[src/rtl/i2s_pkg.sv]
// Shared constants and types for the I2S transmit serializer.
package i2s_pkg;

  localparam int CH_WIDTH   = 16;
  localparam int FRAME_BITS = 2 * CH_WIDTH;
  localparam int K_WIDTH    = $clog2(FRAME_BITS);

  // Channel slices within a stereo sample word: left in the upper half.
  localparam int LEFT_MSB  = FRAME_BITS - 1;
  localparam int LEFT_LSB  = CH_WIDTH;
  localparam int RIGHT_MSB = CH_WIDTH - 1;
  localparam int RIGHT_LSB = 0;

  typedef logic [K_WIDTH-1:0]    bit_idx_t;
  typedef logic [FRAME_BITS-1:0] frame_t;

  localparam bit_idx_t K_LAST = bit_idx_t'(FRAME_BITS - 1);

  // lrclk is high one BCLK ahead of the right-channel MSB and drops one BCLK
  // ahead of the next left-channel MSB (the I2S one-bit delay).
  localparam bit_idx_t LR_HIGH_FIRST = bit_idx_t'(CH_WIDTH - 1);
  localparam bit_idx_t LR_HIGH_LAST  = bit_idx_t'(FRAME_BITS - 2);

  typedef enum logic {
    CH_LEFT  = 1'b0,
    CH_RIGHT = 1'b1
  } chan_e;

  function automatic chan_e chan_for_bit(input bit_idx_t k);
    return ((k >= LR_HIGH_FIRST) && (k <= LR_HIGH_LAST)) ? CH_RIGHT : CH_LEFT;
  endfunction

endpackage

[src/rtl/i2s_tx_serializer_clk_div.sv]
// BCLK generator: divides the system clock and flags each BCLK edge as a
// single-CLK tick that fires in the cycle before bclk actually toggles.
module i2s_clk_div #(
  parameter int DIV_HALF = 4
) (
  input  logic CLK,
  input  logic RST_N,
  input  logic en,
  output logic bclk,
  output logic fall_tick,
  output logic rise_tick
);

  localparam int CNT_W = (DIV_HALF > 2) ? $clog2(DIV_HALF) : 1;
  localparam logic [CNT_W-1:0] CNT_LAST = CNT_W'(DIV_HALF - 1);

  logic [CNT_W-1:0] div_cnt_q, div_cnt_d;
  logic             bclk_q, bclk_d;
  logic             terminal;

  // Next-state for the half-period counter; disabling parks bclk low.
  always_comb begin
    terminal  = (div_cnt_q == CNT_LAST);
    div_cnt_d = div_cnt_q;
    bclk_d    = bclk_q;
    if (!en) begin
      div_cnt_d = '0;
      bclk_d    = 1'b0;
    end else if (terminal) begin
      div_cnt_d = '0;
      bclk_d    = ~bclk_q;
    end else begin
      div_cnt_d = div_cnt_q + 1'b1;
    end
  end

  // Counter and bit-clock registers.
  always_ff @(posedge CLK or negedge RST_N) begin
    if (!RST_N) begin
      div_cnt_q <= '0;
      bclk_q    <= 1'b0;
    end else begin
      div_cnt_q <= div_cnt_d;
      bclk_q    <= bclk_d;
    end
  end

  assign bclk      = bclk_q;
  assign fall_tick = en && terminal && bclk_q;
  assign rise_tick = en && terminal && !bclk_q;

endmodule

[src/rtl/i2s_tx_serializer.sv]
// Philips I2S transmitter: one-entry sample buffer with valid/ready, frame
// register and bit index, all outputs updated on BCLK falling events.
module i2s_tx_serializer
  import i2s_pkg::*;
#(
  parameter int DIV_HALF = 4
) (
  input  logic                  CLK,
  input  logic                  RST_N,
  input  logic                  en,
  input  logic [FRAME_BITS-1:0] sample_data,
  input  logic                  sample_valid,
  output logic                  sample_ready,
  output logic                  bclk,
  output logic                  lrclk,
  output logic                  sdata,
  output logic                  underrun
);

  logic     fall_tick;
  logic     rise_tick_unused;

  frame_t   hold_q, hold_d;
  logic     hold_full_q, hold_full_d;
  frame_t   frame_q, frame_d;
  bit_idx_t k_q, k_d;
  chan_e    lrclk_q, lrclk_d;
  logic     sdata_q, sdata_d;
  logic     underrun_q, underrun_d;

  logic     accept;
  bit_idx_t k_next;
  frame_t   load_word;

  // The codec samples on BCLK rises; this side only acts on falls.
  i2s_clk_div #(
    .DIV_HALF (DIV_HALF)
  ) u_clk_div (
    .CLK       (CLK),
    .RST_N     (RST_N),
    .en        (en),
    .bclk      (bclk),
    .fall_tick (fall_tick),
    .rise_tick (rise_tick_unused)
  );

  // Buffer handshake plus per-fall frame sequencing; an empty buffer at the
  // frame boundary sends a zero frame and flags underrun for one CLK.
  always_comb begin
    accept      = sample_valid && !hold_full_q;
    k_next      = k_q + 1'b1;
    load_word   = hold_full_q ? {hold_q[LEFT_MSB:LEFT_LSB], hold_q[RIGHT_MSB:RIGHT_LSB]} : '0;

    hold_d      = hold_q;
    hold_full_d = hold_full_q;
    frame_d     = frame_q;
    k_d         = k_q;
    lrclk_d     = lrclk_q;
    sdata_d     = sdata_q;
    underrun_d  = 1'b0;

    if (accept) begin
      hold_d      = sample_data;
      hold_full_d = 1'b1;
    end

    if (!en) begin
      frame_d = '0;
      k_d     = K_LAST;
      lrclk_d = CH_LEFT;
      sdata_d = 1'b0;
    end else if (fall_tick) begin
      k_d     = k_next;
      lrclk_d = chan_for_bit(k_next);
      if (k_next == '0) begin
        frame_d    = load_word;
        sdata_d    = load_word[FRAME_BITS-1];
        underrun_d = !hold_full_q;
        if (hold_full_q) begin
          hold_full_d = 1'b0;
        end
      end else begin
        sdata_d = frame_q[K_LAST - k_next];
      end
    end
  end

  // State and registered outputs.
  always_ff @(posedge CLK or negedge RST_N) begin
    if (!RST_N) begin
      hold_q      <= '0;
      hold_full_q <= 1'b0;
      frame_q     <= '0;
      k_q         <= K_LAST;
      lrclk_q     <= CH_LEFT;
      sdata_q     <= 1'b0;
      underrun_q  <= 1'b0;
    end else begin
      hold_q      <= hold_d;
      hold_full_q <= hold_full_d;
      frame_q     <= frame_d;
      k_q         <= k_d;
      lrclk_q     <= lrclk_d;
      sdata_q     <= sdata_d;
      underrun_q  <= underrun_d;
    end
  end

  assign sample_ready = !hold_full_q;
  assign lrclk        = lrclk_q;
  assign sdata        = sdata_q;
  assign underrun     = underrun_q;

endmodule
[config.mk]
export PLATFORM = sky130hd
export DESIGN_NAME = i2s_tx_serializer
export DESIGN_NICKNAME = d
export VERILOG_FILES = /design/src/rtl/i2s_pkg.sv /design/src/rtl/i2s_tx_serializer_clk_div.sv /design/src/rtl/i2s_tx_serializer.sv
export SDC_FILE = /design/constraint.sdc
export NUM_CORES = 1
export LEC_CHECK = 0
export CORE_MARGIN = 1
export CORE_UTILIZATION = 40
export CTS_BUF_LIST = sky130_fd_sc_hd__clkbuf_16
export CTS_CLUSTER_DIAMETER = 60
export DETAILED_ROUTE_END_ITERATION = 10
export DONT_BUFFER_PORTS = 1
export GPL_TIMING_DRIVEN = 0
export RECOVER_POWER = 100
export SLEW_MARGIN = 20
export SYNTH_ARGS = -nofsm -noshare
export SYNTH_HDL_FRONTEND = slang
export SYNTH_SLANG_ARGS = --single-unit
[constraint.sdc]
create_clock -name CLK -period 5.2 [get_ports CLK]
set_input_delay 0.52 -clock CLK [delete_from_list [all_inputs] [get_ports CLK]]
set_output_delay 0.52 -clock CLK [all_outputs]
set_load 0.05 [all_outputs]
== After elaboration in Yosys (flattened, before gate mapping) ==
Index checks and enable logic that the tools add are counted.
Word-level totals
  bits of input ports: 36
  RAM bits: 0
  output and inout bits: 5
  ROM bits: 0
  latch bits: 0
  logic and storage cells: 53
  register bits after elaboration: 76
  memories: 0
Operators by class
  reduce and logical (&&, ||, !) cells: 7
  shift operators: 0
  $add $sub $neg: 3
  bitwise gates (word level): 1
  equality and inequality tests: 4
  div/mod/pow operators: 0
  muxes and demuxes: 26
  multipliers: 0
  $lt $le $gt $ge: 3
Operator list (number)
  $mux 32: 4
  $mux 1: 17
  $mux 5: 2
  $lt 5x6->1 const B: 1
  $ne 2x1->1 const B: 3
  $add 5x1->5 const B: 1
  $bmux 1 s5: 1
  $ge 5x4->1 const B: 1
  $le 5x5->1 const B: 1
  $logic_not 5->1: 1
  $sub 5x5->5 const A: 1
  $logic_and 1x1->1: 4
  $mux 2: 2
  $add 2x1->2 const B: 1
  $eq 2x2->1 const B: 1
  $reduce_and 2->1: 1
  $logic_not 1->1: 1
  $not 1->1: 1

== Depth between registers and ports, before layout ==
Gate-level depths: netlist of the first run.
  depth in word-level cells: 7
  gate-level depth with buffers: 9
  mapped depth without buffers: 7

== Cells and area by module ==
Synthesis of the first run repeated with hierarchy kept, for this count alone.
Unflattened totals
  cells, all modules: 236
  area, all modules: 3335.7 um^2
Modules (own cells, without submodules)
  i2s_tx_serializer: cells an instance 225, seq. area each 1833.0 um^2, area an instance 3204.3 um^2, times used 1
  i2s_clk_div: cells an instance 11, seq. area each 75.1 um^2, area an instance 131.4 um^2, times used 1

== Worst setup path after synthesis of the first run ==
OpenSTA, ideal clock, no wires.
  path type: flip-flop to flip-flop
  start: register k_q[0]
  end: register sdata_q (netlist: sdata)
  path slack: 2.735 ns
  arrival time: 2.337 ns
  path buffers: 2
  stages on the path, launching flop included: 10
  clock period less this slack: 2.465 ns
  setup time: 0.128 ns
  path through: dfstp_2 > buf_4 > inv_1 > ha_1 > clkbuf_1 > mux4_2 > o2bb2ai_1 > mux2_2 > o2111ai_1 > nand2_1
Between the ends
  cells in the longest elaborated chain, start to end: 7
RTL lines
  start, declared: line i2s_tx_serializer.sv:26  | bit_idx_t k_q, k_d;
  start signal, assigned: line i2s_tx_serializer.sv:102  | k_q <= k_d;
  $add 5x1->5 (*): line i2s_tx_serializer.sv:51  | k_next = k_q + 1'b1;
  $sub 5x5->5: line i2s_tx_serializer.sv:83  | sdata_d = frame_q[K_LAST - k_next];
  $bmux 1 s5: line i2s_tx_serializer.sv:83
  $mux 1 (not written as such): line i2s_tx_serializer.sv:83
  $mux 1 (*): line i2s_tx_serializer.sv:75  | if (k_next == '0) begin
  $mux 1 (*): line i2s_tx_serializer.sv:72  | end else if (fall_tick) begin
  $mux 1 (*): line i2s_tx_serializer.sv:67  | if (!en) begin
  end signal, assigned: line i2s_tx_serializer.sv:104  | sdata_q <= sdata_d;
  end, declared: line i2s_tx_serializer.sv:28  | logic sdata_q, sdata_d;
Every way passes the cells marked *; elsewhere a longest branch is shown, timed or not. The select of a mux whose other input is x is not followed.
A chain may end at the register's enable or synchronous reset.

== Worst setup path in the final report of the first run ==
Ends and elaborated chain as after synthesis.

==> results of run 1 <==
stage by stage:
stage          worst slack [ns]  cells  hold WS (ns)  total power, mW
2_1_floorplan              2.74    226         0.224            0.728
3_3_place_gp               2.34    328         0.227            0.745
3_5_place_dp               2.30    328         0.228            0.749
4_1_cts                    2.25    344        0.0218             1.31
5_1_grt                    1.50    345        0.0132             1.34
6_report                   1.74    345        0.0325             1.29
cell usage in the layout, fill, tap and decap left out, types with 3 or more instances in the layout:
cell                        netlist  final
sky130_fd_sc_hd__a21oi_1          5      5
sky130_fd_sc_hd__nor3b_1          4      4
sky130_fd_sc_hd__buf_6            4      4
sky130_fd_sc_hd__clkbuf_1         4     12
sky130_fd_sc_hd__xnor2_1          3      3
sky130_fd_sc_hd__a22o_1          32     32
sky130_fd_sc_hd__inv_1            3      5
sky130_fd_sc_hd__dfrtp_1         71     71
sky130_fd_sc_hd__mux4_2           8      8
sky130_fd_sc_hd__clkinv_2         0      3
sky130_fd_sc_hd__mux2i_1          3      3
sky130_fd_sc_hd__nor2_1           4      5
sky130_fd_sc_hd__clkbuf_16        0      9
sky130_fd_sc_hd__mux2_1          32     32
sky130_fd_sc_hd__xor2_1           2      3
sky130_fd_sc_hd__dfstp_2          5      4
sky130_fd_sc_hd__nand3_1          3      3
sky130_fd_sc_hd__nand2_1          6      6
sky130_fd_sc_hd__ha_1             4      4
cell usage after synthesis (4+ instances only):
cell type	instances	area (µm²)
sky130_fd_sc_hd__ha_1	4	50.1
sky130_fd_sc_hd__dfrtp_1	71	1780
sky130_fd_sc_hd__mux4_2	8	180
sky130_fd_sc_hd__nor3b_1	4	30.0
sky130_fd_sc_hd__clkbuf_1	4	15.0
sky130_fd_sc_hd__nor2_1	4	15.0
sky130_fd_sc_hd__nand2_1	6	22.5
sky130_fd_sc_hd__mux2_1	32	360
sky130_fd_sc_hd__a21oi_1	5	25.0
sky130_fd_sc_hd__buf_6	4	45.0
sky130_fd_sc_hd__dfstp_2	5	131
sky130_fd_sc_hd__a22o_1	32	280
sky130_fd_sc_hd__buf_2	8	40.0
final timing paths:
| path | startpoint | slack, ns | endpoint |
|---|---|---|---|
| worst min register to register | u_clk_div.div_cnt_q[0] | 0.44 | u_clk_div.div_cnt_q[0] |
| worst min-delay path | RST_N | 0.03 | k_q[4] |
| max in group asynchronous | RST_N | 4.84 | frame_q[11] |
| worst max-delay path | k_q[0] | 1.74 | sdata |
| min in group CLK | sample_data[1] | 0.32 | hold_q[1] |
| worst max register to register | k_q[0] | 1.74 | sdata |
logic make-up after synthesis:
group | share of synthesized area
DFF | 0.583
and+or+nand+nor | 0.0516
adders and majority gates | 0.0153
AOI/OAI and AO/OA | 0.111
xor gates and xnor gates | 0.0233
buffers and inverters | 0.0375
muxes | 0.178
power breakdown:
part           internal, mW  switching, mW  total, mW
registers             0.644         0.0294      0.674
clock network         0.315          0.226      0.541
logic                0.0389         0.0347     0.0736
total                 0.998          0.290       1.29
flip-flops by register name (all words and copies together), names as in the netlist:
name                 cells
frame_q                 32
hold_q                  32
k_q                      5
u_clk_div.div_cnt_q      2
hold_full_q              1
lrclk                    1
sdata                    1
u_clk_div.bclk           1
underrun                 1
cell type report:
class,instances,area [µm²]
Antenna cell,1,2.50
Buffer,17,95.1
Clock buffer,9,225
Clock inverter,6,33.8
Fill cell,689,4150
Inverter,4,15.0
Multi-Input combinational cell,129,1220
Sequential cell,76,1910
Tap cell,102,128
Timing Repair Buffer,1,27.5
routing by layer:
layer	GRT usage	vias up	wire, µm
li1	-	859	-
met5	0	-	0
met1	0.202	943	2810
met2	0.251	43	2910
met4	0.0768	0	92
met3	0.0501	9	299
==> metrics.cfg, run 1 <==
[drt]
wire_per_inst_um = 17.7
route.antenna.remaining_nets = 0
drt_pre_antenna_iters = 4
vias = 1854
post_drt_via_cell_ratio = 5.37
drcViolationCount = 0
number_of_drc_violations_after_detailed_routing_iteration_0 = 57
route.final.wire_length_mm = 6.11

[status]
status = complete, no violations

[cells_and_area]
drive_above_1_share = 0.145
final_net_count = 278
synth_to_layout_area_growth_pct = 11.8
final_cell_area_mm2 = 0.00366
end_of_flow_core_utilization = 0.468

[clock_network]
cts_max_level = 3
cts_root_buffer = sky130_fd_sc_hd__clkbuf_16
cts_made_buffers = 9
numClockSinks = 76
cts_buffer_depth = 2
clock_tree_from_tritoncts = yes
cts_repair_resize_count = 0
clock_pin_transition_on_the_worst_setup_and_hold_timing_paths_ns = 0.06
postCtsHoldBufs = 1
clock_latency_reported_for_the_late_side_of_the_worst_skew_pair_ns = 0.33
post_cts_buffers = 0

[global_route]
vias_in_the_first_global_route = 2008
pin_count_of_the_biggest_net_entering_global_routing = 72
globalRoute.totalOverflow = 0
globalRouteTotalUtil = 0.160
antenna_found_initial = 1
wire_length_of_the_first_global_routing_pass_mm = 10.2

[worst_setup_path]
cpLargestDelayFamily = buffers and inverters
worst_path_largest_cell_delay_ns = 0.65
critical_path_cell_count = 9
timing_worst_setup_path_type = flip-flop to flip-flop
crit_path_end_kind = flip-flop
critical_path.max_fanout = 10
crit_path_launch_type = flip-flop
critical-path-slowest-cell = sky130_fd_sc_hd__clkbuf_1
critical_path.n_buffers_inverters = 3
rr_worst_depth = 9
cp_data_required_time_ns = 5.41
path_cells = clkbuf_1 > inv_1 > ha_1 > clkbuf_1 > mux4_2 > mux2i_1 > nor4_1 > a311oi_1 > nand2_1
worstPathArrival_ns = 3.66
critPathMostFrequentCell = sky130_fd_sc_hd__clkbuf_1

[die]
die_area_mm2 = 0.00854
core_region_area_mm2 = 0.00781
die_h_um = 92.4
initial_utilization = 0.419
die_w_um = 92.4
std_cell_rows = 32
io_pins = 41

[yosys]
yosysWarningCount = 0
postSynthNetCount = 266
synth_cell_type_count = 38
post_synth_inst_count = 226
seq_area_frac_synth = 0.583
syn_avg_cell_area_um2 = 14.5
synth_flop_cell = sky130_fd_sc_hd__dfrtp_1
synth_enable_flop_cells = 0
post_synth_arst_share = 1.00
synthesis.area_mm2 = 0.00327
synth.ff_latch_count = 76

[sta]
setup_viol_count_final = 0
finalClockSkew_ns = 0.00808
timing_worst_slew_pin_value_ns = 0.821
fmax_mhz = 289
setup-tns-final_ns = 0
fin_crit_ns = 3.46
final_hold_viol_count = 0
slew_violations = 0
rsz0062_at_grt = no
post-route-period-util = 0.665
maxSlewHeadroom = 0.453

[place]
place_area_mm2 = 0.00340
io_buffers = 0
dp_hpwl_mm = 4.03
routabilityCongestion = 0.748

[power]
power_density_mw_per_mm2 = 352
power.static_leakage_nw = 1.65
ir_drop_uv = 182

[run]
drv.max_cap_violation_count = 0

[min_path]
worst_hold_path_type = input port to async pin

(Power assumes the default switching activity.)
==> run 2, diff against run 1 <==
==> constraint.sdc (replaced) <==
create_clock -name CLK -period 3.3 [get_ports CLK]
set_input_delay 0.33 -clock CLK [delete_from_list [all_inputs] [get_ports CLK]]
set_output_delay 0.33 -clock CLK [all_outputs]
set_load 0.05 [all_outputs]
==> metrics.cfg, run 2 (synthesis gave the netlist of run 1 again) <==
[status]
status = finished, violations left
failed_checks = max-capacitance violations, max-slew violations

[die]
die_area_mm2 = 0.00854
die_w_um = 92.4
core_region_area_mm2 = 0.00781
std_cell_rows = 32
initial_utilization = 0.419
die_h_um = 92.4
io_pins = 41

[power]
ir_drop_uv = 286
power.static_leakage_nw = 1.65
power_density_mw_per_mm2 = 556

[sta]
fmax_mhz = 335
timing_worst_slew_pin_value_ns = 1.83
fin_crit_ns = 2.99
setup-tns-final_ns = 0
rsz0062_at_grt = no
maxSlewHeadroom = -0.222
final_hold_viol_count = 0
setup_slack_ns = 0.312
post-route-period-util = 0.905
setup_viol_count_final = 0
finalClockSkew_ns = 0.00725
slew_violations = 77

[place]
pre_cts_ws_ns = 0.400
dp_hpwl_mm = 4.03
place_area_mm2 = 0.00340
routabilityCongestion = 0.748
io_buffers = 0
placed_cells_incl_taps = 328

[cells_and_area]
drive_above_1_share = 0.148
instances_no_fill = 346
synth_to_layout_area_growth_pct = 11.5
layout_common_cells = sky130_fd_sc_hd__dfrtp_1, sky130_fd_sc_hd__mux2_1, sky130_fd_sc_hd__a22o_1
final_net_count = 279
nFillCells = 689
most_frequent_standard_cell_in_the_layout_excluding_fill_and_tap_cells = sky130_fd_sc_hd__dfrtp_1
reg_top3 = frame_q (32), hold_q (32), k_q (5)
final_cell_area_mm2 = 0.00365

[clock_network]
cts_root_buffer = sky130_fd_sc_hd__clkbuf_16
numClockSinks = 76
cts_buffer_depth = 2
cts_max_level = 3
clock_tree_from_tritoncts = yes
cts_made_buffers = 9
clock_pin_transition_on_the_worst_setup_and_hold_timing_paths_ns = 0.06
clock_latency_reported_for_the_late_side_of_the_worst_skew_pair_ns = 0.33

[worst_setup_path]
critical-path-slowest-cell = sky130_fd_sc_hd__dfstp_1
crit_path_launch_type = flip-flop
cpLargestDelayFamily = buffers and inverters
critical_path.n_buffers_inverters = 3
crit_path_end_kind = flip-flop
worstPathArrival_ns = 3.19
worst_path_largest_cell_delay_ns = 0.63
critical_path.max_fanout = 10
cp_data_required_time_ns = 3.51
timing_worst_setup_path_type = flip-flop to flip-flop
path_cells = buf_4 > inv_1 > ha_1 > clkbuf_1 > mux4_2 > mux2i_1 > nor4_1 > a311oi_1 > nand2_1

[global_route]
antenna_found_initial = 1
globalRouteTotalUtil = 0.157
vias_in_the_first_global_route = 1996
globalRoute.totalOverflow = 0
wire_length_of_the_first_global_routing_pass_mm = 10.1
pin_count_of_the_biggest_net_entering_global_routing = 77

[drt]
number_of_drc_violations_after_detailed_routing_iteration_0 = 69
wire_per_inst_um = 17.3
route.final.wire_length_mm = 5.99
vias = 1850
post_drt_via_cell_ratio = 5.35
drt_pre_antenna_iters = 5
drcViolationCount = 0
route.antenna.remaining_nets = 0

[min_path]
worst_hold_path_type = input port to flip-flop

[run]
drv.max_cap_violation_count = 1

run 2: changes by cell type in the layout (fill, tap and decap cells not counted), sizes merged:
cell / delta
dlygate4sd3: +1
run 2: final cells by class:
type | count | area, µm² | area share
flip-flops and latches | 76 | 1910 | 0.523
multi-input cells | 129 | 1220 | 0.335
clock buffers | 9 | 225 | 0.0617
well taps | 102 | 128 | 0.0350
plain buffers | 17 | 98.8 | 0.0271
clock inverters | 6 | 33.8 | 0.00926
repair buffers | 2 | 15.0 | 0.00412
inverters | 4 | 15.0 | 0.00412
diodes | 1 | 2.50 | 0.000686
run 2: worst paths after layout:
kind | start | to | slack [ns] | depth (start not counted)
max | k_q[0] | sdata | 0.31 | 9
min | sample_data[1] | hold_q[1] | 0.13 | 1
max reg2reg | k_q[0] | sdata | 0.31 | 9
min reg2reg | u_clk_div.div_cnt_q[0] | u_clk_div.div_cnt_q[0] | 0.44 | 1
max in group asynchronous | RST_N | frame_q[29] | 1.16 | 2
min in group asynchronous | RST_N | hold_q[25] | 1.02 | 2
run 2: power by group:
group	total (mW)	leakage [nW]	switching (mW)	internal [mW]
Clock	0.852	0.128	0.356	0.497
Sequential	1.06	0.983	0.0460	1.02
Combinational	0.114	0.538	0.0556	0.0589
run 2: per-stage QoR:
step | power (mW) | util | hold WS (ns)
2_1_floorplan | 1.15 | - | 0.0344
3_3_place_gp | 1.17 | 0.435 | 0.0375
3_5_place_dp | 1.18 | 0.435 | 0.0377
4_1_cts | 2.06 | 0.473 | 0.120
5_1_grt | 2.11 | 0.467 | 0.121
6_report | 2.03 | 0.467 | 0.129
run 2: layer usage:
layer	vias to the layer above	GRT usage	part of all wire
met2	47	0.241	0.47
met4	0	0.0768	0.015
met1	931	0.201	0.46
met5	-	0	0
met3	9	0.0501	0.054
li1	863	-	-
run 2: timing repair:
| action | CTS | global route |
|---|---|---|
| gates resized for setup | 0 | 0 |
| buffers inserted | 0 | 0 |
| hold buffers | 2 | 0 |
| endpoints found under the hold margin | 76 | 0 |
| setup endpoints to repair | 0 | 0 |
==> run 3, diff against run 2 <==
--- a/config.mk
+++ b/config.mk
@@ -5,6 +5,8 @@
 export SDC_FILE = /design/constraint.sdc
 export NUM_CORES = 1
 export LEC_CHECK = 0
+export CELL_PAD_IN_SITES_DETAIL_PLACEMENT = 0
+export CELL_PAD_IN_SITES_GLOBAL_PLACEMENT = 1
 export CORE_MARGIN = 1
 export CORE_UTILIZATION = 40
 export CTS_BUF_LIST = sky130_fd_sc_hd__clkbuf_16
@@ -12,6 +14,7 @@
 export DETAILED_ROUTE_END_ITERATION = 10
 export DONT_BUFFER_PORTS = 1
 export GPL_TIMING_DRIVEN = 0
+export PLACE_DENSITY_LB_ADDON = 0.1
 export RECOVER_POWER = 100
 export SLEW_MARGIN = 20
 export SYNTH_ARGS = -nofsm -noshare
==> metrics.cfg, run 3 (synthesis gave the netlist of run 1 again) <==
[clock_network]
numClockSinks = 76
clock_latency_reported_for_the_late_side_of_the_worst_skew_pair_ns = 0.33
clock_pin_transition_on_the_worst_setup_and_hold_timing_paths_ns = 0.06
cts_buffer_depth = 2
cts_max_level = 3
cts_made_buffers = 9
cts_root_buffer = sky130_fd_sc_hd__clkbuf_16
post_cts_buffers = 0
clock_tree_from_tritoncts = yes

[power]
power_density_mw_per_mm2 = 579
totalPowerFinal_mw = 2.13
power.static_leakage_nw = 1.66
ir_drop_uv = 227

[sta]
finalClockSkew_ns = 0.00337
maxSlewHeadroom = -0.212
slew_violations = 77
final_hold_viol_count = 0
fin_crit_ns = 2.98
rsz0062_at_grt = no
whs_ns = 0.133
setup-tns-final_ns = 0
post-route-period-util = 0.904
fmax_mhz = 335
setup_viol_count_final = 0
timing_worst_slew_pin_value_ns = 1.82

[cells_and_area]
most_frequent_standard_cell_in_the_layout_excluding_fill_and_tap_cells = sky130_fd_sc_hd__dfrtp_1
synth_to_layout_area_growth_pct = 12.5
reg_top3 = frame_q (32), hold_q (32), k_q (5)
n_antenna_cell = 0
final_net_count = 279
final_cell_area_mm2 = 0.00368
layout_common_cells = sky130_fd_sc_hd__dfrtp_1, sky130_fd_sc_hd__mux2_1, sky130_fd_sc_hd__a22o_1
drive_above_1_share = 0.152

[worst_setup_path]
timing_worst_setup_path_type = flip-flop to flip-flop
worst_path_largest_cell_delay_ns = 0.63
worstPathArrival_ns = 3.19
critical_path.n_buffers_inverters = 3
cp_data_required_time_ns = 3.50
path_cells = buf_4 > inv_1 > ha_1 > clkbuf_1 > mux4_2 > o2bb2ai_1 > mux2_2 > o2111ai_1 > nand2_1
crit_path_end_kind = flip-flop
crit_path_launch_type = flip-flop
critical_path.max_fanout = 10
critical_path_cell_count = 9
rr_worst_depth = 9
cpLargestDelayFamily = buffers and inverters
reg_to_reg_slack_setup_ns = 0.32
critical-path-slowest-cell = sky130_fd_sc_hd__dfstp_1

[die]
die_h_um = 92.4
std_cell_rows = 32
initial_utilization = 0.419
io_pins = 41
core_region_area_mm2 = 0.00781
die_w_um = 92.4
die_area_mm2 = 0.00854

[place]
dp_hpwl_mm = 4.38
routabilityCongestion = 0.780
io_buffers = 0
place_area_mm2 = 0.00340

[drt]
wire_per_inst_um = 18.2
route.final.wire_length_mm = 6.31
number_of_drc_violations_after_detailed_routing_iteration_0 = 69
drt_pre_antenna_iters = 4
vias = 1877
route.antenna.remaining_nets = 0
drcViolationCount = 0
post_drt_via_cell_ratio = 5.42

[status]
failed_checks = max-capacitance violations, max-slew violations
status = finished, violations left

[global_route]
wire_length_of_the_first_global_routing_pass_mm = 10.9
globalRouteTotalUtil = 0.171
globalRoute.totalOverflow = 0
pin_count_of_the_biggest_net_entering_global_routing = 77
vias_in_the_first_global_route = 2122
antenna_found_initial = 0

[run]
drv.max_cap_violation_count = 1

[min_path]
worst_hold_path_type = input port to flip-flop
whs_path_depth = 1

run 3: cell types whose count changed in the layout (fill, tap and decap cells not counted):
| cell | previous run | this run |
|---|---|---|
| sky130_fd_sc_hd__diode_2 | 1 | 0 |
| sky130_fd_sc_hd__buf_6 | 4 | 3 |
| sky130_fd_sc_hd__clkinvlp_4 | 2 | 3 |
| sky130_fd_sc_hd__o21ai_1 | 1 | 0 |
| sky130_fd_sc_hd__clkinv_2 | 3 | 0 |
| sky130_fd_sc_hd__xor2_2 | 1 | 2 |
| sky130_fd_sc_hd__xor2_1 | 3 | 2 |
| sky130_fd_sc_hd__inv_6 | 0 | 1 |
| sky130_fd_sc_hd__bufinv_16 | 0 | 1 |
| sky130_fd_sc_hd__inv_1 | 5 | 6 |
| sky130_fd_sc_hd__buf_2 | 1 | 2 |
| sky130_fd_sc_hd__o21ai_0 | 2 | 3 |
run 3: path summary, 6_finish.rpt:
path	start	end
worst min-delay path	sample_data[12]	hold_q[12]
max in group asynchronous	RST_N	u_clk_div.bclk
worst max register to register	k_q[0]	sdata
min in group asynchronous	RST_N	hold_q[24]
worst max-delay path	k_q[0]	sdata
worst min register to register	u_clk_div.div_cnt_q[0]	u_clk_div.div_cnt_q[0]
run 3: area by class of cell:
| class | count | area, µm² |
|---|---|---|
| Buffer | 17 | 92.6 |
| Clock buffer | 9 | 225 |
| Clock inverter | 7 | 68.8 |
| Fill cell | 702 | 4130 |
| Inverter | 4 | 15.0 |
| Multi-Input combinational cell | 129 | 1230 |
| Sequential cell | 76 | 1910 |
| Tap cell | 102 | 128 |
| Timing Repair Buffer | 2 | 15.0 |
run 3: where the power goes:
part	switching (mW)	internal (mW)	leakage, nW	total, mW
logic	0.0569	0.0581	0.537	0.115
clock network	0.370	0.582	0.141	0.952
registers	0.0498	1.02	0.983	1.07
total	0.477	1.66	1.66	2.13
run 3: metrics by stage:
stage / setup slack (ns) / util / std cells
after floorplan: 0.835 / - / 226
after global placement: 0.390 / 0.435 / 328
after detailed placement: 0.397 / 0.435 / 328
after CTS: 0.387 / 0.478 / 346
after global routing: 0.170 / 0.471 / 346
final: 0.316 / 0.471 / 346
run 3: layer usage:
metal  vias up  part of all wire  GRT usage  routed length (µm)
li1        859                 -          -                   -
met1       971              0.45      0.221                2860
met2        39              0.50      0.275                3130
met3         8             0.037     0.0460                 234
met4         0             0.013     0.0625                  85
met5         -                 0          0                   0
run 3: timing repair:
| action | CTS | global route |
|---|---|---|
| gates resized for setup | 0 | 0 |
| hold buffers | 2 | 0 |
| hold endpoints to repair | 76 | 0 |
run 3: worst reg2reg max path, cell delays in order, from the launching register on:
cell and delay, ns:
sky130_fd_sc_hd__dfstp_1 0.63, sky130_fd_sc_hd__buf_4 0.28, sky130_fd_sc_hd__inv_1 0.07, sky130_fd_sc_hd__ha_1 0.27, sky130_fd_sc_hd__clkbuf_1 0.52, sky130_fd_sc_hd__mux4_2 0.40, sky130_fd_sc_hd__o2bb2ai_1 0.13, sky130_fd_sc_hd__mux2_2 0.28
sky130_fd_sc_hd__o2111ai_1 0.20, sky130_fd_sc_hd__nand2_1 0.08
